===== config.mk =====
export PLATFORM = sky130hd
export DESIGN_NAME = serial_subtractor_ctrl_flat
export DESIGN_NICKNAME = d
export VERILOG_FILES = /design/src/rtl/serial_subtractor_ctrl_if.sv /design/src/rtl/serial_subtractor_ctrl.sv /design/src/flat_wrapper.sv
export SDC_FILE = /design/constraint.sdc
export NUM_CORES = 1
export LEC_CHECK = 0
export CORE_MARGIN = 2
export CORE_UTILIZATION = 45
export CTS_CLUSTER_DIAMETER = 200
export CTS_CLUSTER_SIZE = 24
export DETAILED_ROUTE_END_ITERATION = 8
export PLACE_DENSITY_LB_ADDON = 0.15
export SYNTH_ARGS = -nofsm -noshare
export SYNTH_HDL_FRONTEND = slang
export SYNTH_SLANG_ARGS = --single-unit

===== constraint.sdc =====
create_clock -name clk -period 1.6 [get_ports clk]
set_clock_uncertainty 0.1 [all_clocks]
set_input_delay 0.24 -clock clk [delete_from_list [all_inputs] [get_ports clk]]
set_output_delay 0.24 -clock clk [all_outputs]
set_load 0.03 [all_outputs]

===== src/rtl/serial_subtractor_ctrl_if.sv =====
// ----------------------------------------------------------------------------
// serial_subtractor_ctrl_if
//   Bundles the operand handshake (in_valid/in_ready, a, b, bin) and the result
//   handshake (out_valid/out_ready, diff, borrow) plus the busy status of the
//   serial subtractor into one interface.
//   master : operand producer / result consumer side
//   slave  : serial_subtractor_ctrl side
// ----------------------------------------------------------------------------
interface serial_subtractor_ctrl_if #(
   parameter int WIDTH = 8
);
   logic             in_valid;
   logic             in_ready;
   logic [WIDTH-1:0] a;
   logic [WIDTH-1:0] b;
   logic             bin;
   logic             out_valid;
   logic             out_ready;
   logic [WIDTH-1:0] diff;
   logic             borrow;
   logic             busy;

   modport master (
      output in_valid, a, b, bin, out_ready,
      input  in_ready, out_valid, diff, borrow, busy
   );

   modport slave (
      input  in_valid, a, b, bin, out_ready,
      output in_ready, out_valid, diff, borrow, busy
   );
endinterface


===== src/rtl/serial_subtractor_ctrl.sv =====
// ----------------------------------------------------------------------------
// serial_subtractor_ctrl
//   Computes (a - b - bin) mod 2^WIDTH and the final borrow using a single
//   1-bit full-subtractor cell, one bit per clock, LSB first.
//   Ports:
//     clk    rising-edge clock
//     rst_n  asynchronous active-low reset
//     bus    slave side of serial_subtractor_ctrl_if:
//            in_valid/in_ready + a, b, bin   operand handshake
//            out_valid/out_ready + diff, borrow  result handshake
//            busy  high while bits are being processed
//   Timing: out_valid rises WIDTH clocks after the accepting edge; with
//   out_ready held high one operation completes every WIDTH+2 clocks.
// ----------------------------------------------------------------------------
module serial_subtractor_ctrl #(
   parameter int WIDTH = 8
) (
   input  logic                     clk,
   input  logic                     rst_n,
   serial_subtractor_ctrl_if.slave  bus
);

   localparam int               CW   = $clog2(WIDTH + 1);
   localparam logic [CW-1:0]    LAST = CW'(WIDTH - 1);

   typedef enum logic [1:0] {
      IDLE = 2'd0,
      RUN  = 2'd1,
      DONE = 2'd2
   } state_t;

   state_t           state_r;
   logic [WIDTH-1:0] a_sh_r;
   logic [WIDTH-1:0] b_sh_r;
   logic             breg_r;
   logic [CW-1:0]    cnt_r;
   logic [WIDTH-1:0] res_r;
   logic [WIDTH-1:0] diff_r;
   logic             borrow_r;
   logic             in_ready_r;
   logic             out_valid_r;
   logic             busy_r;

   logic             dbit_s;
   logic             bout_s;
   logic [WIDTH-1:0] res_next_s;

   // Full-subtractor cell: returns {bout, diff}.
   function automatic logic [1:0] full_sub(input logic fa, input logic fb, input logic fbin);
      logic d;
      logic bo;
      d  = fa ^ fb ^ fbin;
      bo = (~fa & fb) | (~fa & fbin) | (fb & fbin);
      return {bo, d};
   endfunction

   // Shared cell evaluation and result shift-in of the new diff bit at the MSB.
   always_comb begin
      {bout_s, dbit_s}      = full_sub(a_sh_r[0], b_sh_r[0], breg_r);
      // Shift then overwrite the MSB; written this way so WIDTH=1 needs no slice.
      res_next_s            = res_r >> 1;
      res_next_s[WIDTH-1]   = dbit_s;
   end

   // Control FSM with datapath registers and registered handshake outputs.
   always_ff @(posedge clk or negedge rst_n) begin
      if (!rst_n) begin
         state_r     <= IDLE;
         a_sh_r      <= {WIDTH{1'b0}};
         b_sh_r      <= {WIDTH{1'b0}};
         breg_r      <= 1'b0;
         cnt_r       <= {CW{1'b0}};
         res_r       <= {WIDTH{1'b0}};
         diff_r      <= {WIDTH{1'b0}};
         borrow_r    <= 1'b0;
         in_ready_r  <= 1'b1;
         out_valid_r <= 1'b0;
         busy_r      <= 1'b0;
      end else begin
         case (state_r)
            IDLE: begin
               if (bus.in_valid && in_ready_r) begin
                  a_sh_r     <= bus.a;
                  b_sh_r     <= bus.b;
                  breg_r     <= bus.bin;
                  cnt_r      <= {CW{1'b0}};
                  res_r      <= {WIDTH{1'b0}};
                  in_ready_r <= 1'b0;
                  busy_r     <= 1'b1;
                  state_r    <= RUN;
               end
            end
            RUN: begin
               a_sh_r <= a_sh_r >> 1;
               b_sh_r <= b_sh_r >> 1;
               breg_r <= bout_s;
               res_r  <= res_next_s;
               cnt_r  <= cnt_r + CW'(1);
               if (cnt_r == LAST) begin
                  // Final bit: publish the completed result on this same edge.
                  diff_r      <= res_next_s;
                  borrow_r    <= bout_s;
                  busy_r      <= 1'b0;
                  out_valid_r <= 1'b1;
                  state_r     <= DONE;
               end
            end
            DONE: begin
               if (out_valid_r && bus.out_ready) begin
                  out_valid_r <= 1'b0;
                  in_ready_r  <= 1'b1;
                  state_r     <= IDLE;
               end
            end
            default: begin
               out_valid_r <= 1'b0;
               busy_r      <= 1'b0;
               in_ready_r  <= 1'b1;
               state_r     <= IDLE;
            end
         endcase
      end
   end

   assign bus.in_ready  = in_ready_r;
   assign bus.out_valid = out_valid_r;
   assign bus.busy      = busy_r;
   assign bus.diff      = diff_r;
   assign bus.borrow    = borrow_r;

endmodule

===== src/flat_wrapper.sv =====
// flat-port wrapper written by rule: the top's interface ports become plain ports
module serial_subtractor_ctrl_flat 
#(
   parameter int WIDTH = 8
)
  (clk, rst_n, bus_in_valid, bus_a, bus_b, bus_bin, bus_out_ready, bus_in_ready, bus_out_valid, bus_diff, bus_borrow, bus_busy);
  serial_subtractor_ctrl_if #(.WIDTH(WIDTH)) bus_i ();
  input  logic clk;
  input  logic rst_n;
  input wire logic [$bits(bus_i.in_valid)-1:0] bus_in_valid;
  input wire logic [$bits(bus_i.a)-1:0] bus_a;
  input wire logic [$bits(bus_i.b)-1:0] bus_b;
  input wire logic [$bits(bus_i.bin)-1:0] bus_bin;
  input wire logic [$bits(bus_i.out_ready)-1:0] bus_out_ready;
  output wire logic [$bits(bus_i.in_ready)-1:0] bus_in_ready;
  output wire logic [$bits(bus_i.out_valid)-1:0] bus_out_valid;
  output wire logic [$bits(bus_i.diff)-1:0] bus_diff;
  output wire logic [$bits(bus_i.borrow)-1:0] bus_borrow;
  output wire logic [$bits(bus_i.busy)-1:0] bus_busy;
  assign bus_i.in_valid = bus_in_valid;
  assign bus_i.a = bus_a;
  assign bus_i.b = bus_b;
  assign bus_i.bin = bus_bin;
  assign bus_i.out_ready = bus_out_ready;
  assign bus_in_ready = bus_i.in_ready;
  assign bus_out_valid = bus_i.out_valid;
  assign bus_diff = bus_i.diff;
  assign bus_borrow = bus_i.borrow;
  assign bus_busy = bus_i.busy;
  serial_subtractor_ctrl #(.WIDTH(WIDTH)) u_core (.clk(clk), .rst_n(rst_n), .bus(bus_i));
endmodule

==> flow_metrics.py, run 1 <==
metrics = {
    "cells_and_area": {
        "drive_gt1_share_pct": 21.94,
        "layoutNonFillerInstCount": 246,
        "layout_common_cells": "41 x dfrtp_1, 19 x clkdlybuf4s50_1, 17 x mux2i_1, 17 x buf_4, 16 x o21ai_0",
        "diodes": 0,
        "fin_nets": 218,
        "area_delta_synth_final_pct": 29.92,
        "nFillCells": 322,
        "layout_commonest_cell": "dfrtp_1",
        "postLayoutCellArea_mm2": 0.002445,
    },
    "outcome": {
        "outcome": "finished clean",
    },
    "routing": {
        "wl_per_cell_um": 15.09,
        "detail-route-antenna-nets": 0,
        "drt-initial-drc-count": 108,
        "dr.pass1.iters": 4,
        "drt_wl_total_mm": 3.712,
        "routed_via_density": 5.378,
        "num_vias": 1323,
        "drc": 0,
    },
    "floorplan": {
        "initial_utilization_pct": 47.04,
        "fp.coreArea_mm2": 0.004000,
        "rows": 23,
        "die-area_mm2": 0.004715,
        "io_pins": 33,
        "die_h_um": 68.67,
        "fp.dieW_um": 68.67,
    },
    "global_routing": {
        "first_global_vias": 1327,
        "grt-ovfl-total": 0,
        "grtUsageTotal_pct": 18.01,
        "antenna_found_initial": 0,
        "grt_max_degree": 20,
        "grt_pass1_wl_mm": 6.168,
    },
    "synthesis": {
        "ys_seq_elements": 42,
        "avgSynthCellArea_um2": 12.80,
        "synth_cell_type_count": 32,
        "synth_flop_cell": "dfrtp_1",
        "yosysWarnings": 0,
        "syn-cell-area_mm2": 0.001882,
        "synthCells": 147,
        "synth_async_sr_flop_share_pct": 100.0,
        "yosysSeqAreaShare_pct": 55.92,
        "synth_edf_count": 0,
        "syn-num-nets": 170,
    },
    "placed_design": {
        "gp_congestion": 0.7645,
        "placedCellCount": 235,
        "dp_hpwl_mm": 2.624,
        "io_buffers": 32,
        "dpl_worst_slack_ns": -0.1271,
        "placed_cell_area_mm2": 0.002317,
    },
    "clock_network": {
        "cts_root_buffer": "clkbuf_8",
        "cts_tree": "done",
        "path_clk_slew_ns": 0.08,
        "htree_levels": 2,
        "cts.path.max_buffers": 2,
        "clock_latency_ns": 0.29,
        "numCtsBuffers": 5,
        "clock-sinks": 42,
    },
    "timing": {
        "max_freq_mhz": 648.0,
        "tightest_slew_ns": 0.3257,
        "holdWs_ns": 0.2627,
        "tns_ns": 0,
        "slew_viol_final": 0,
        "relSlewSlack_pct": 78.29,
        "timing_hold_violations_final": 0,
        "fin_crit_sh_pct": 96.46,
        "fin_crit_ns": 1.543,
        "finalSetupViolations": 0,
        "setup_ws_ns": 0.05670,
    },
    "worst_setup_path": {
        "arrival_ns": 1.63,
        "start_kind": "flop",
        "cp_max_fo": 10,
        "crit_type": "reg2reg",
        "setup.worst_path.end_class": "flop",
        "critPathRequiredTime_ns": 1.69,
        "r2r_slack_ns": 0.06,
    },
    "hold_path": {
        "hp-class": "in2async",
    },
    "power": {
        "powerDensity_mw_per_mm2": 1582,
        "ir_drop_uv": 633.2,
        "leakagePower_nw": 1.143,
    },
    "job": {
        "maxCapViolCount": 0,
    },
}
layout make-up:
cell class | instances | area [um^2] | share of cell area [%]
clock inverters | 3 | 45.04 | 1.842
repair buffers | 50 | 449.2 | 18.37
well taps | 50 | 62.56 | 2.559
inverters | 4 | 15.01 | 0.6141
multi-input cells | 92 | 752.0 | 30.76
clock buffers | 5 | 68.82 | 2.815
flip-flops and latches | 42 | 1052 | 43.04
flip-flops by register name (all words and copies together) (netlist names):
name / count
u_core.a_sh_r: 8
u_core.bus.busy: 1
u_core.bus.borrow: 1
u_core.state_r: 2
u_core.breg_r: 1
u_core.bus.diff: 8
u_core.b_sh_r: 8
u_core.bus.out_valid: 1
u_core.res_r: 7
u_core.bus.in_ready: 1
u_core.cnt_r: 4
critical path, stage by stage (launching register included):
cell	delay, ns
dfstp_2	0.60
a21oi_4	0.07
or2_1	0.32
buf_12	0.17
a22o_1	0.17
power breakdown:
| part | total (W) | leakage, nW | switching (W) | internal (W) |
|---|---|---|---|---|
| registers | 0.00169 | 0.543 | 0.000253 | 0.00144 |
| logic | 0.00134 | 0.550 | 0.000680 | 0.000665 |
| clock network | 0.000831 | 0.0504 | 0.000368 | 0.000464 |
Yosys cell counts, types with 3 or more instances:
cell / n / area (um^2)
mux2_4: 7 / 105.1
o21ai_1: 15 / 75.07
dfrtp_1: 41 / 1026
o21ai_0: 16 / 80.08
mux2i_1: 17 / 170.2
a21oi_1: 4 / 20.02
clkbuf_1: 3 / 11.26
buf_6: 3 / 33.78
inv_1: 4 / 15.01
buf_2: 3 / 15.01
a22o_1: 9 / 78.83
path summary, 6_finish.rpt:
kind	endpoint	startpoint	cells after the start
min	u_core.a_sh_r[0]	rst_n	2
max reg2reg	u_core.res_r[2]	u_core.bus.in_ready	4
max	u_core.res_r[2]	u_core.bus.in_ready	4
min in group clk	u_core.bus.busy	u_core.bus.busy	1
min reg2reg	u_core.bus.busy	u_core.bus.busy	1
max in group asynchronous	u_core.bus.diff[1]	rst_n	3
cells by family after synthesis:
family	Yosys count	synth area share, %
buffers and inverters	14	5.053
XOR/XNOR	1	0.4655
multiplexers	25	15.23
adder cells (fa/ha/maj)	2	1.729
AND/OR/NAND/NOR	12	4.854
AO/OA/AOI/OAI	51	16.76
flip-flops	42	55.92
metal layers:
layer  GRT usage (%)  wire (um)  vias up
met5               0          0        -
met4           6.750         56        0
met3           4.383        169        6
met2           29.45       1762       34
met1           23.14       1724      659
li1                -          -      624
through the flow:
stage	util (%)	total power, W
after detailed placement	57.93	0.003109
after global placement	57.93	0.003042
after floorplan	-	0.002594
after CTS	60.68	0.003900
final	61.12	0.003869
after global routing	61.12	0.004145
timing repair:
item                       4_1_cts  5_1_grt
buffers inserted                 0        1
pin swaps                        0        1
hold buffers                     1        0
setup endpoints to repair       11        9
cloned                           0        1
hold endpoints to repair        11        0
gates resized for setup         11        2
Note: power is estimated with default switching activity, not from simulation.
==> run 2: changes to the inputs <==
--- a/config.mk
+++ b/config.mk
@@ -5,11 +5,12 @@
 export SDC_FILE = /design/constraint.sdc
 export NUM_CORES = 1
 export LEC_CHECK = 0
-export CORE_MARGIN = 2
+export CORE_MARGIN = 8
 export CORE_UTILIZATION = 45
 export CTS_CLUSTER_DIAMETER = 200
 export CTS_CLUSTER_SIZE = 24
 export DETAILED_ROUTE_END_ITERATION = 8
+export HOLD_SLACK_MARGIN = 0.06
 export PLACE_DENSITY_LB_ADDON = 0.15
 export SYNTH_ARGS = -nofsm -noshare
 export SYNTH_HDL_FRONTEND = slang
==> run 2 against run 1 <==
Worst setup slack lost 0.037 ns. Design area about the same. Sequential share of layout area about the same. Sequential power hardly changed. Non-clock buffer count down 3. Via count decreased by 0.68%. Core utilization hardly changed. Highest routed layer unchanged.
==> flow_metrics.py, run 2 (same netlist as run 1, synthesis figures left out) <==
metrics = {
    "global_routing": {
        "grt-ovfl-total": 0,
        "grt_pass1_wl_mm": 6.658,
        "first_global_vias": 1405,
        "antenna_found_initial": 0,
        "grtUsageTotal_pct": 13.29,
        "grt_max_degree": 26,
    },
    "power": {
        "switching_share_pct": 32.42,
        "leakagePower_nw": 1.143,
        "powerDensity_mw_per_mm2": 1647,
        "clockPowerShare_pct": 24.8,
        "p_int_w": 0.002720,
        "ir_drop_uv": 842.5,
        "pwr-share-comb_pct": 33.5,
        "p_sw_w": 0.001305,
        "p_seq_share_pct": 41.7,
    },
    "cells_and_area": {
        "regArea_mm2": 0.001052,
        "area_delta_synth_final_pct": 29.85,
        "diodes": 0,
        "layoutNonFillerInstCount": 243,
        "multi_input_area_um2": 749.5,
        "drive_gt1_share_pct": 20.21,
        "fin_util_pct": 61.09,
        "nFillCells": 326,
        "layout_common_cells": "41 x dfrtp_1, 19 x clkdlybuf4s50_1, 17 x mux2i_1",
        "layout_commonest_cell": "dfrtp_1",
        "fin_nets": 215,
    },
    "timing": {
        "fin_crit_ns": 1.580,
        "relSlewSlack_pct": 71.47,
        "tightest_slew_ns": 0.4279,
        "rsz0062_at_grt": "yes",
        "slew_viol_final": 0,
        "timing_hold_violations_final": 0,
        "finalSetupViolations": 0,
        "fin_crit_sh_pct": 98.75,
        "max_freq_mhz": 632.9,
    },
    "floorplan": {
        "die-area_mm2": 0.006507,
        "fp.dieW_um": 80.67,
        "rows": 23,
        "die_h_um": 80.67,
        "fp.coreArea_mm2": 0.004000,
        "io_pins": 33,
        "initial_utilization_pct": 47.04,
    },
    "routing": {
        "wl_met1_mm": 1.847,
        "wl_met3_um": 221,
        "routed_via_density": 5.407,
        "detail-route-antenna-nets": 0,
        "num_vias": 1314,
        "drt-initial-drc-count": 96,
        "topRoutingLayerUsed": "met4",
        "wl_met2_mm": 1.808,
        "wl_per_cell_um": 16.24,
        "dr.pass1.iters": 4,
        "drc": 0,
        "drt_wl_total_mm": 3.946,
    },
    "worst_setup_path": {
        "arrival_ns": 1.67,
        "cp_max_fo": 5,
        "cp_slowest_cell": "dfrtp_1",
        "crit_path_max_incr_delay_ns": 0.40,
        "path_cells": "ha_1 -> and3b_1 -> and2_2 -> mux2_4",
        "crit_type": "reg2reg",
        "setup.worst_path.end_class": "flop",
        "critPathRequiredTime_ns": 1.69,
        "start_kind": "flop",
    },
    "clock_network": {
        "cts_tree": "done",
        "clock-sinks": 42,
        "cts.path.max_buffers": 2,
        "numCtsBuffers": 5,
        "htree_levels": 2,
        "path_clk_slew_ns": 0.08,
        "postCtsSetupBuffers": 0,
        "cts_root_buffer": "clkbuf_8",
        "clock_latency_ns": 0.30,
    },
    "placed_design": {
        "gp_congestion": 0.7647,
        "placedCellCount": 233,
        "io_buffers": 32,
        "dp_hpwl_mm": 2.746,
    },
    "job": {
        "maxCapViolCount": 0,
    },
    "outcome": {
        "outcome": "finished clean",
    },
    "hold_path": {
        "hp-class": "in2async",
    },
}
## run 2: through the flow
step | hold WS [ns] | cell area, um^2 | setup TNS, ns | total power (W) | setup slack, ns
global route | 0.3716 | 2444 | -0.08624 | 0.004294 | -0.03209
floorplan | -0.1556 | 1902 | -0.08427 | 0.002594 | -0.01990
CTS | 0.3323 | 2436 | 0 | 0.004065 | 0.01446
global placement | 0.1039 | 2302 | -0.6417 | 0.003041 | -0.07828
finish | 0.3147 | 2444 | 0 | 0.004025 | 0.01992
detailed placement | 0.1039 | 2302 | -2.290 | 0.003101 | -0.1570
## run 2: layout make-up
type	count	area share (%)
Tap cell	50	2.560
Sequential cell	42	43.06
Multi-Input combinational cell	92	30.67
Inverter	4	0.6144
Clock buffer	5	2.816
Timing Repair Buffer	47	17.46
Clock inverter	3	2.816
## run 2: repair_timing
item,CTS,global route
cloned,0,1
gates resized for setup,11,0
setup endpoints to repair,11,3
hold buffers,1,0
pin swaps,0,1
hold endpoints to repair,16,0
## run 2: power groups by stage
stage | clock (W) | sequential (W) | combinational [W]
floorplan | 0 | 0.00180 | 0.000793
global placement | 0 | 0.00168 | 0.00136
global route | 0.00107 | 0.00173 | 0.00150
detailed placement | 0 | 0.00170 | 0.00141
CTS | 0.00103 | 0.00168 | 0.00136
finish | 0.000997 | 0.00168 | 0.00135
## run 2: worst paths after layout
check / startpoint / endpoint / slack, ns / depth (start not counted)
setup / recovery: u_core.cnt_r[0] / u_core.bus.diff[3] / 0.02 / 4
hold / removal: rst_n / u_core.a_sh_r[7] / 0.31 / 2
setup reg to reg: u_core.cnt_r[0] / u_core.bus.diff[3] / 0.02 / 4
hold reg to reg: u_core.bus.busy / u_core.bus.busy / 0.39 / 1
max in group asynchronous: rst_n / u_core.bus.out_valid / 0.61 / 3
min in group clk: u_core.bus.busy / u_core.bus.busy / 0.39 / 1
## run 2: layer usage
layer	GRT usage [%]	vias up
li1	-	619
met3	4.688	5
met1	17.04	661
met4	5.357	0
met5	0	-
met2	19.89	29
## run 2: worst max-delay path: cells and delay by family, from the launching register on
family / cells / cell delay, ns
muxes: 1 / 0.31
adders and majority gates: 1 / 0.21
and+or+nand+nor: 2 / 0.46
DFF: 1 / 0.40
==> run 3: changes to the inputs <==
--- a/config.mk
+++ b/config.mk
@@ -7,7 +7,6 @@
 export LEC_CHECK = 0
 export CORE_MARGIN = 8
 export CORE_UTILIZATION = 45
-export CTS_CLUSTER_DIAMETER = 200
 export CTS_CLUSTER_SIZE = 24
 export DETAILED_ROUTE_END_ITERATION = 8
 export HOLD_SLACK_MARGIN = 0.06
@@ -15,3 +14,4 @@
 export SYNTH_ARGS = -nofsm -noshare
 export SYNTH_HDL_FRONTEND = slang
 export SYNTH_SLANG_ARGS = --single-unit
+export TNS_END_PERCENT = 50
==> run 3 against run 2 <==
Global-route usage shrank 0.57 points. Count of clock-buffer cells in the layout unchanged. Sequential cell count unchanged. Design area is 1.1% lower. First-iteration DRC count down 15%. Fmax up 2.1%. Combinational power barely moved. Sequential share of layout area grew 0.49 points. Critical path type unchanged. Largest power group unchanged.
==> flow_metrics.py, run 3 (same netlist as run 1, synthesis figures left out) <==
metrics = {
    "outcome": {
        "outcome": "finished clean",
    },
    "power": {
        "p_int_w": 0.002411,
        "powerDensity_mw_per_mm2": 1547,
        "leakagePower_nw": 1.130,
        "ir_drop_uv": 831.0,
        "p_sw_w": 0.001326,
        "p_seq_share_pct": 44.9,
        "switching_share_pct": 35.48,
        "clockPowerShare_pct": 19.1,
        "pwr-share-comb_pct": 35.9,
    },
    "worst_setup_path": {
        "r2r_slack_ns": 0.05,
        "arrival_ns": 1.64,
        "setup.worst_path.end_class": "flop",
        "start_kind": "flop",
        "crit_type": "reg2reg",
        "reg2regPathDepth": 4,
        "critPathRequiredTime_ns": 1.69,
        "cp_max_fo": 6,
    },
    "floorplan": {
        "initial_utilization_pct": 47.04,
        "fp.dieW_um": 80.67,
        "io_pins": 33,
        "die_h_um": 80.67,
        "rows": 23,
        "die-area_mm2": 0.006507,
        "fp.coreArea_mm2": 0.004000,
    },
    "cells_and_area": {
        "fin_nets": 217,
        "regArea_mm2": 0.001052,
        "multi_input_area_um2": 750.7,
        "layout_common_cells": "41 x dfrtp_1, 19 x clkdlybuf4s50_1, 17 x mux2i_1",
        "area_delta_synth_final_pct": 28.39,
        "fin_util_pct": 60.40,
        "drive_gt1_share_pct": 21.03,
        "nFillCells": 326,
        "diodes": 0,
        "layout_commonest_cell": "dfrtp_1",
    },
    "hold_path": {
        "hp-class": "in2async",
    },
    "routing": {
        "wl_per_cell_um": 15.97,
        "dr.pass1.iters": 4,
        "drt_wl_total_mm": 3.912,
        "num_vias": 1305,
        "routed_via_density": 5.327,
        "drc": 0,
        "detail-route-antenna-nets": 0,
        "drt-initial-drc-count": 82,
    },
    "global_routing": {
        "antenna_found_initial": 0,
        "grt_max_degree": 43,
        "grtUsageTotal_pct": 12.72,
        "grt_pass1_wl_mm": 6.375,
        "grt-ovfl-total": 0,
        "first_global_vias": 1370,
    },
    "timing": {
        "timing_hold_violations_final": 0,
        "fin_crit_sh_pct": 96.75,
        "finalSetupViolations": 0,
        "max_freq_mhz": 646.0,
        "fin_crit_ns": 1.548,
        "tightest_slew_ns": 0.3120,
        "slew_viol_final": 0,
        "setup_ws_ns": 0.05198,
        "rsz0062_at_grt": "yes",
        "relSlewSlack_pct": 79.28,
    },
    "clock_network": {
        "clock-sinks": 42,
        "htree_levels": 2,
        "cts.path.max_buffers": 2,
        "cts_root_buffer": "clkbuf_8",
        "clock_latency_ns": 0.30,
        "numCtsBuffers": 5,
        "path_clk_slew_ns": 0.09,
        "cts_tree": "done",
    },
    "placed_design": {
        "io_buffers": 32,
        "dpl_worst_slack_ns": -0.1056,
        "gp_congestion": 0.7684,
        "dp_hpwl_mm": 2.693,
    },
    "job": {
        "maxCapViolCount": 0,
    },
}
==> run 3: per-stage QoR <==
step                power (W)  hold WS [ns]  cell area (um^2)  instances  TNS [ns]
finish               0.003737        0.3380              2416        245         0
global route         0.004001        0.3632              2416        245  -0.01216
CTS                  0.003774        0.3356              2400        243         0
detailed placement   0.003106        0.1304              2310        234   -0.9455
global placement     0.003042        0.1299              2310        234   -0.4617
floorplan            0.002594       -0.1556              1902        147  -0.08427
==> run 3: critical path: stages, from the launching register on <==
cell and delay (ns):
dfrtp_1 0.40, ha_1 0.21, and3b_1 0.21, and2_4 0.21
mux2_4 0.30
==> run 3: worst paths after layout <==
path | from | to
min | rst_n | u_core.bus.borrow
min in group clk | u_core.bus.busy | u_core.bus.busy
max in group asynchronous | rst_n | u_core.bus.in_ready
min reg2reg | u_core.bus.busy | u_core.bus.busy
max | u_core.cnt_r[0] | u_core.bus.diff[5]
max reg2reg | u_core.cnt_r[0] | u_core.bus.diff[5]
==> run 3: layout make-up <==
cell class / instances / area share, %
Clock buffer: 5 / 2.848
Sequential cell: 42 / 43.55
Inverter: 4 / 0.6214
Tap cell: 50 / 2.589
Clock inverter: 3 / 1.036
Multi-Input combinational cell: 92 / 31.07
Timing Repair Buffer: 49 / 18.28
==> run 3: power groups by stage <==
stage	clock, W	combinational, W	sequential [W]
global placement	0	0.00137	0.00168
CTS	0.000736	0.00136	0.00168
floorplan	0	0.000793	0.00180
global route	0.000772	0.00150	0.00173
finish	0.000715	0.00134	0.00168
detailed placement	0	0.00141	0.00170
==> run 3: layer usage <==
metal	vias up	GRT usage, %	part of all wire [%]
met5	-	0	0
li1	622	-	-
met3	7	4.018	5.6
met2	25	19.33	46
met1	651	15.86	47
met4	0	6.429	1.7
==> run 3: repair_timing <==
action,CTS,global route
pin swaps,0,0
gates resized for setup,11,1
hold buffers,1,0
buffers inserted,0,1
endpoints found under the hold margin,42,0
gates cloned,0,1
endpoints found under the setup margin,11,6
